### src/rtl/char_physics_core.sv
// Platformer character physics: button sync, walk/charge/jump FSM,
// ballistic flight with wall/ceiling bounce and floor landing.
module char_physics_core #(
    parameter int PHY_WIDTH  = 10,
    parameter int X_MIN      = 10,
    parameter int X_MAX      = 90,
    parameter int Y_MIN      = 10,
    parameter int Y_MAX      = 90,
    parameter int CHAR_W     = 16,
    parameter int CHAR_H     = 16,
    parameter int INIT_X     = 42,
    parameter int INIT_Y     = 10,
    parameter int GRAVITY    = 1,
    parameter int MAX_VEL    = 25,
    parameter int WALK_STEP  = 1,
    parameter int JUMP_VX    = 2,
    parameter int JUMP_VY    = 5,
    parameter int MAX_CHARGE = 40,
    parameter int LEVELS     = 4,
    parameter int LAND_TICKS = 4
) (
    input  logic                        sys_clk,
    input  logic                        sys_rst,
    input  logic                        phys_tick,
    input  logic                        left_btn,
    input  logic                        right_btn,
    input  logic                        jump_btn,
    output logic signed [PHY_WIDTH:0]   pos_x,
    output logic signed [PHY_WIDTH:0]   pos_y,
    output logic signed [PHY_WIDTH:0]   vel_x,
    output logic signed [PHY_WIDTH:0]   vel_y,
    output logic                        face,
    output logic [2:0]                  state,
    output logic [1:0]                  charge_level,
    output logic                        on_ground,
    output logic                        bump
);

    localparam int W  = PHY_WIDTH + 1;
    localparam int CW = $clog2(MAX_CHARGE + 1);
    localparam int LW = $clog2(LAND_TICKS + 1);

    typedef logic signed [W-1:0] phy_t;
    typedef logic signed [W:0]   ext_t;

    typedef enum logic [2:0] {
        S_IDLE   = 3'd0,
        S_WALK   = 3'd1,
        S_CHARGE = 3'd2,
        S_AIR    = 3'd3,
        S_LAND   = 3'd4
    } state_t;

    localparam ext_t XLO  = ext_t'(X_MIN);
    localparam ext_t XHI  = ext_t'(X_MAX - CHAR_W);
    localparam ext_t YLO  = ext_t'(Y_MIN);
    localparam ext_t YHI  = ext_t'(Y_MAX - CHAR_H);
    localparam ext_t VMAX = ext_t'(MAX_VEL);
    localparam ext_t GRV  = ext_t'(GRAVITY);
    localparam ext_t STEP = ext_t'(WALK_STEP);

    function automatic ext_t sx(input phy_t v);
        return {v[W-1], v};
    endfunction

    function automatic phy_t clampv(input ext_t v);
        if (v > VMAX) begin
            return phy_t'(VMAX);
        end else if (v < -VMAX) begin
            return phy_t'(-VMAX);
        end
        return v[W-1:0];
    endfunction

    function automatic phy_t clampx(input ext_t v);
        if (v < XLO) begin
            return phy_t'(XLO);
        end else if (v > XHI) begin
            return phy_t'(XHI);
        end
        return v[W-1:0];
    endfunction

    state_t          r_state;
    state_t          n_state;
    phy_t            r_pos_x, r_pos_y, r_vel_x, r_vel_y;
    phy_t            n_pos_x, n_pos_y, n_vel_x, n_vel_y;
    logic            r_face, n_face;
    logic [CW-1:0]   r_charge_cnt, n_charge_cnt;
    logic [LW-1:0]   r_land_cnt, n_land_cnt;
    logic            r_bump, w_bump;

    logic            r_l_meta, r_l_sync;
    logic            r_r_meta, r_r_sync;
    logic            r_j_meta, r_j_sync, r_j_prev;
    logic            r_jump_pend;
    logic            w_jump_edge, w_pend;

    int              w_lvl_raw;
    logic [1:0]      w_level;
    ext_t            w_jvx, w_jvy;
    ext_t            w_cand_x, w_cand_y, w_vy_dec, w_walk_x;

    assign w_jump_edge = r_j_sync & ~r_j_prev;
    assign w_pend      = r_jump_pend | w_jump_edge;

    assign w_lvl_raw = int'(r_charge_cnt) * LEVELS / MAX_CHARGE;
    assign w_level   = (w_lvl_raw > LEVELS - 1) ? 2'(LEVELS - 1)
                                                : 2'(w_lvl_raw);

    assign w_jvx = ext_t'(JUMP_VX * (int'(w_level) + 1));
    assign w_jvy = ext_t'(JUMP_VY * (int'(w_level) + 1));

    assign w_cand_x = sx(r_pos_x) + sx(r_vel_x);
    assign w_cand_y = sx(r_pos_y) + sx(r_vel_y);
    assign w_vy_dec = sx(r_vel_y) - GRV;
    assign w_walk_x = r_r_sync ? sx(r_pos_x) + STEP : sx(r_pos_x) - STEP;

    always_comb begin
        n_state      = r_state;
        n_pos_x      = r_pos_x;
        n_pos_y      = r_pos_y;
        n_vel_x      = r_vel_x;
        n_vel_y      = r_vel_y;
        n_face       = r_face;
        n_charge_cnt = r_charge_cnt;
        n_land_cnt   = r_land_cnt;
        w_bump       = 1'b0;
        unique case (r_state)
            S_IDLE, S_WALK: begin
                if (w_pend) begin
                    n_state      = S_CHARGE;
                    n_charge_cnt = '0;
                end else if (r_l_sync ^ r_r_sync) begin
                    n_state = S_WALK;
                    n_face  = r_r_sync;
                    n_pos_x = clampx(w_walk_x);
                end else begin
                    n_state = S_IDLE;
                end
            end
            S_CHARGE: begin
                if (!r_j_sync || r_charge_cnt == CW'(MAX_CHARGE)) begin
                    n_state = S_AIR;
                    n_vel_x = clampv(r_face ? w_jvx : -w_jvx);
                    n_vel_y = clampv(w_jvy);
                end else begin
                    n_charge_cnt = r_charge_cnt + 1'b1;
                end
            end
            S_AIR: begin
                n_pos_x = w_cand_x[W-1:0];
                n_pos_y = w_cand_y[W-1:0];
                n_vel_y = clampv(w_vy_dec);
                if (w_cand_x < XLO || w_cand_x > XHI) begin
                    n_pos_x = clampx(w_cand_x);
                    n_vel_x = clampv(-sx(r_vel_x));
                    n_face  = ~r_face;
                    w_bump  = 1'b1;
                end
                if (w_cand_y > YHI) begin
                    n_pos_y = phy_t'(YHI);
                    n_vel_y = '0;
                    w_bump  = 1'b1;
                end
                // Floor wins over velocity; wall position fix above is kept
                if (w_cand_y <= YLO) begin
                    n_pos_y    = phy_t'(YLO);
                    n_vel_x    = '0;
                    n_vel_y    = '0;
                    n_state    = S_LAND;
                    n_land_cnt = '0;
                end
            end
            S_LAND: begin
                if (r_land_cnt == LW'(LAND_TICKS - 1)) begin
                    n_state = S_IDLE;
                end else begin
                    n_land_cnt = r_land_cnt + 1'b1;
                end
            end
            default: begin
                n_state = S_IDLE;
            end
        endcase
    end

    always_ff @(posedge sys_clk or posedge sys_rst) begin
        if (sys_rst) begin
            r_l_meta     <= 1'b0;
            r_l_sync     <= 1'b0;
            r_r_meta     <= 1'b0;
            r_r_sync     <= 1'b0;
            r_j_meta     <= 1'b0;
            r_j_sync     <= 1'b0;
            r_j_prev     <= 1'b0;
            r_jump_pend  <= 1'b0;
            r_bump       <= 1'b0;
            r_state      <= S_IDLE;
            r_pos_x      <= phy_t'(INIT_X);
            r_pos_y      <= phy_t'(INIT_Y);
            r_vel_x      <= '0;
            r_vel_y      <= '0;
            r_face       <= 1'b1;
            r_charge_cnt <= '0;
            r_land_cnt   <= '0;
        end else begin
            r_l_meta    <= left_btn;
            r_l_sync    <= r_l_meta;
            r_r_meta    <= right_btn;
            r_r_sync    <= r_r_meta;
            r_j_meta    <= jump_btn;
            r_j_sync    <= r_j_meta;
            r_j_prev    <= r_j_sync;
            // Edge is consumed by the next tick whatever state it finds
            r_jump_pend <= phys_tick ? 1'b0 : w_pend;
            r_bump      <= phys_tick & w_bump;
            if (phys_tick) begin
                r_state      <= n_state;
                r_pos_x      <= n_pos_x;
                r_pos_y      <= n_pos_y;
                r_vel_x      <= n_vel_x;
                r_vel_y      <= n_vel_y;
                r_face       <= n_face;
                r_charge_cnt <= n_charge_cnt;
                r_land_cnt   <= n_land_cnt;
            end
        end
    end

    assign pos_x        = r_pos_x;
    assign pos_y        = r_pos_y;
    assign vel_x        = r_vel_x;
    assign vel_y        = r_vel_y;
    assign face         = r_face;
    assign state        = r_state;
    assign charge_level = w_level;
    assign on_ground    = (r_state != S_AIR);
    assign bump         = r_bump;

endmodule

### config.mk
export PLATFORM = sky130hd
export DESIGN_NAME = char_physics_core
export DESIGN_NICKNAME = d
export VERILOG_FILES = /design/src/rtl/char_physics_core.sv
export SDC_FILE = /design/constraint.sdc
export NUM_CORES = 1
export LEC_CHECK = 0
export ABC_CLOCK_PERIOD_IN_PS = 9700
export CORE_AREA = 2 2 92 138
export DETAILED_ROUTE_END_ITERATION = 8
export DIE_AREA = 0 0 94 140
export PLACE_DENSITY = 0.7
export SETUP_SLACK_MARGIN = 0.15
export SLEW_MARGIN = 20
export SYNTH_ARGS = -nofsm -noshare
export SYNTH_HDL_FRONTEND = slang
export SYNTH_SLANG_ARGS = --single-unit
### constraint.sdc
create_clock -name sys_clk -period 9.7 [get_ports sys_clk]
set_input_delay 1.455 -clock sys_clk [delete_from_list [all_inputs] [get_ports sys_clk]]
set_output_delay 1.455 -clock sys_clk [all_outputs]
set_load 0.02 [all_outputs]
# After elaboration in Yosys (flattened, before gate mapping)
# Cells that the tools add are included.
# classes
div_mod_pow	1
n_eq_ne	17
bitwise	6
n_addsub	10
muxes	79
reduce_logical	17
magnitude_cmp	15
n_mul	1
# ops
cell	n
11-bit two-way mux	29
11-bit case mux with 2 select lines	3
12-bit by 6-bit greater-than comparator with 1-bit output (second input constant)	3
12-bit by 8-bit greater-than comparator with 1-bit output (second input constant)	3
12-bit by 6-bit < comparator with 1-bit output (second input constant)	3
9-bit by 7-bit divider with 32-bit output (second input constant)	1
32-bit by 3-bit greater-than comparator with 1-bit output (second input constant)	1
1-bit two-way mux	32
11-bit by 11-bit adder with 12-bit output	2
12-bit by 5-bit < comparator with 1-bit output (second input constant)	2
12-bit two-way mux	2
11-bit by 2-bit subtractor with 12-bit output (second input constant)	2
4-bit AND reduction	5
2-bit inequality test (second input constant)	9
3-bit two-way mux	5
11-bit by 2-bit adder with 12-bit output (second input constant)	1
12-bit by 5-bit less-or-equal comparator with 1-bit output (second input constant)	1
6-bit two-way mux	2
11-bit negation with 12-bit output	1
4-bit negation with 12-bit output	1
3-bit case mux with 4 select lines	1
6-bit case mux with 2 select lines	1
3-bit by 2-bit == test with 1-bit output (second input constant)	3
2-bit nonzero test	4
other kinds (25)	29
# totals
regBits	66
elab_cells	163
input_bits	6

# Logic depth before layout (Yosys ltp)
# logic_depth
word_depth	14
ltp_mapped	15
ltp_nobuf	15

# Least setup slack after synthesis
# OpenSTA, ideal clock, no wires.
# synth_timing
path_type	flip-flop to flip-flop
startpoint	register r_pos_x[0], in the netlist pos_x[0]
endpoint	register r_vel_x[3], in the netlist vel_x[3]
slack_ns	6.373
arrival_time_ns	3.202
stages_incl_launch_ff	12
path_buffers	1
cell_sequence	dfrtp_1 ha_1 fa_1 a211oi_1 o2111ai_1 o21ai_0 o22ai_1 a221oi_1 nand2_2 o31a_1 buf_6 mux2_4
# synth_between
elab_chain_len	5
word_cells_on_any_way	6
cone_classes	add/sub: 1; order compare: 2; eq/ne: 1; reduce/logical: 2
# synth_rtl
item	line	rtl
from (decl)	86	phy_t r_pos_x, r_pos_y, r_vel_x, r_vel_y;
from (signal assigned)	200	r_pos_x <= phy_t'(INIT_X);
from (signal assigned)	220	r_pos_x <= n_pos_x;
11-bit by 11-bit adder with 12-bit output *	114	assign w_cand_x = sx(r_pos_x) + sx(r_vel_x);
12-bit by 5-bit < comparator with 1-bit output / 12-bit by 8-bit greater-than comparator with 1-bit output (equally long branches)	155	if (w_cand_x < XLO || w_cand_x > XHI) begin
1-bit logical OR *	155	
3-bit inequality test (no source line) *	--	
4-bit AND reduction (no source line) *	--	
to (signal assigned)	222	r_vel_x <= n_vel_x;
to (decl)	86	
# Mark *: on every way between the ends. The rest lies on a longest branch, timed or not.
# A chain may end at the register's enable or synchronous reset.

# Final worst setup path
# layout_timing
startpoint	register r_state[2], in the netlist state[2]
endpoint	output port on_ground
# layout_between
elab_chain_len	1
# layout_rtl
item	line	rtl
from (decl)	84	state_t r_state;
from (signal assigned)	219	r_state <= n_state;
3-bit by 2-bit inequality test with 1-bit output	238	assign on_ground = (r_state != S_AIR);
to (decl)	35	output logic on_ground,
# Every way passes these cells.

==> qor.yml <==
status: "finished clean"
start_util_pct: 46.9
cts_htree_levels: 3
wl_um: 15400
ir_drop_mv: 0.166
yosys_most_used_dff: "dfrtp_1"
clkLatencyLatePin_ns: 0.33
critPathCaptureType: "primary output"
rows: 49
drcViolationCount: 0
layout_setup_ws_ns: 5.58
cts_resized: 0
r2r-start: "vel_x[0]"
final-max-slew-violation-count: 0
vias_per_cell: 6.21
clock-root-buffer: "clkbuf_16"
synth_top_family_by_area: "compound AO/OA/AOI/OAI gates"
seqPwrFrac_pct: 22.7
synthArstFlopShare_pct: 100
ys_ff_latch: 66
synthCells: 646
crit_type: "reg -> out"
setup_viol: 0
reg2reg_depth: 10
power_frac_comb_pct: 59.5
r2r_setup_slack_ns: 5.90
synth.net_count: 707
die_x_um: 94
grt_first_pass_wirelength_um: 25400
dp_cells: 836
clkTransAtPathRegs_ns: 0.06
ys_seq_area_share_pct: 29.6
grtUsageTotal_pct: 24.1
power_mw: 2.26
finalHoldViolCount: 0
worstSetupStartpointType: "register"
initialDrtViolationCount: 332
finalClockSkew_ns: 0.00627
p_int_mw: 1.20
synth.avg_cell_area_um2: 8.68
setup-tns-final_ns: 0
post_cts_buffers: 0
overflow: 0
place.gp.congestion: 0.926
grt_pass1_vias: 5178
cp-startpoint: "state[2]"
numCtsBuffers: 9
drive_above_1_share_pct: 7.73
p_sw_share_pct: 46.6
fin_crit_sh_pct: 42.5
grt_max_degree: 67
syn_area_um2: 5610
clock-sinks: 66
crit_path_max_fanout: 13
syn_to_final_growth_pct: 18.5
pwr-share-clk_pct: 17.8
cts_buffer_depth: 2
final_cells: 852
netSwitchingPower_mw: 1.05
die_h_um: 140
nNetsFinal: 755
final.min_clock_period_ns: 4.12
core_area_um2: 12000
synthMuxAreaShare_pct: 2.81
via_count: 5292
antenna_left: 0
drv_cap: 0
clock.fmax_mhz: 243
antenna_found_initial: 0
ctsHoldBuffers: 0
cts_tree: "yes"
synth_cell_types: 81
critPathCapture: "on_ground"
rsz0062_at_grt: "false"
dr.pass1.iters: 5
synth_edf_count: 0
arrival_ns: 2.66
yosys_warnings: 0
dpl_worst_slack_ns: 5.63
synthXorXnorAreaFrac_pct: 3.28
io_buffers: 57
crit_required_ns: 8.25
hp-class: "reg -> reg"
tightest_slew_ns: 0.866
synthAdderAreaFrac_pct: 12.7
slew_headroom_pct: 42.2
dpl.hpwl_um: 11600
wl_per_cell_um: 18.1
power_density_nw_per_um2: 340
io_pins: 58
dieArea_um2: 13200
final_util_pct: 55.6
r2r_end: "vel_x[3]"
synth-simple-area-share_pct: 19.9
p_leak_nw: 2.90
diodes: 0
synth-compound-area-share_pct: 27.9
## critical path: stages (launching register included)
cell,delay (ns)
dfrtp_1,0.45
nand2b_1,0.22
nor2_1,0.55
inv_1,0.45
clkdlybuf4s50_1,0.66
## cells in the final DEF (no fill, tap or decap), drive strengths merged, types with 4 or more instances in the layout
cell / n
clkbuf: 9
nor4: 5
o41ai: 4
nand2: 54
o211a: 4
o2bb2ai: 5
inv: 32
o21a: 8
a221oi: 6
o211ai: 9
o31a: 9
and3: 4
o21bai: 8
o21ai: 49
ha: 52
a221o: 6
and2: 6
clkdlybuf4s50: 57
a31oi: 12
nor3: 15
bufinv: 4
or4: 4
a21oi: 34
xor2: 5
o22ai: 5
a21o: 12
a211oi: 12
xnor2: 16
mux2i: 12
a21boi: 5
dfstp: 6
nor2: 54
dfrtp: 60
o31ai: 4
or2: 12
nor2b: 16
or3: 10
nand2b: 10
nand3: 12
## registers in the layout, summed over array words and instances (netlist names), 3 cells and up
| register | count |
|---|---|
| r_land_cnt | 3 |
| pos_y | 11 |
| vel_x | 11 |
| r_charge_cnt | 6 |
| state | 3 |
| vel_y | 11 |
| pos_x | 11 |
## power by group through the flow
stage	registers, mW	logic [mW]	clock network [mW]
final	0.512	1.34	0.401
after CTS	0.510	1.34	0.405
after global placement	0.510	1.29	0
after global routing	0.527	1.48	0.419
after floorplan	0.521	0.923	0
after detailed placement	0.514	1.33	0
## synth_stat cells (8+ instances only)
master	number	area, um2
a21o_1	11	82.6
or2_2	12	75.1
a211oi_1	12	90.1
mux2i_1	12	120
dfrtp_1	60	1500
o31a_1	9	78.8
a31oi_1	12	75.1
ha_1	52	651
o21ai_0	46	230
inv_1	32	120
clkbuf_1	15	56.3
a21oi_1	33	165
nor2b_1	16	100
xnor2_1	16	140
nor2_1	54	203
nand2_1	53	199
o211ai_1	9	67.6
nor3_1	15	75.1
nand2b_1	10	62.6
or3_1	9	56.3
o21a_1	8	60.1
nand3_1	12	60.1
## worst min path at each step
stage,start,endpoint,cells past startpoint
CTS,r_j_meta,r_j_sync,0
detailed placement,r_j_meta,r_j_sync,0
floorplan,r_j_meta,r_j_sync,0
finish,r_j_meta,r_j_sync,0
global route,r_j_meta,r_j_sync,0
global placement,r_j_meta,r_j_sync,0
## cells by family after synthesis
logic type               after synthesis
AO/OA/AOI/OAI                        220
AND/OR/NAND/NOR                      216
flip-flops                            66
adder cells (fa/ha/maj)               55
buffers and inverters                 53
XOR/XNOR                              21
multiplexers                          15
## layer usage
metal / GRT usage (%) / wire [um]
met1: 26.4 / 6010
met3: 3.12 / 627
met5: 0 / 0
met4: 12.1 / 662
met2: 44.4 / 8100
## stage by stage
step	area, um2	hold slack, ns
floorplan	5610	0.331
global placement	6280	0.335
detailed placement	6280	0.337
CTS	6640	0.350
global route	6640	0.352
finish	6640	0.346
## cell type report
class / count / area [um2]
Inverter: 32 / 120
Multi-Input combinational cell: 527 / 3730
Clock buffer: 9 / 225
Sequential cell: 66 / 1660
Timing Repair Buffer: 58 / 578
Clock inverter: 7 / 141
Fill cell: 1083 / 5310
Tap cell: 153 / 191
Note: power is estimated with default switching activity, not from simulation.
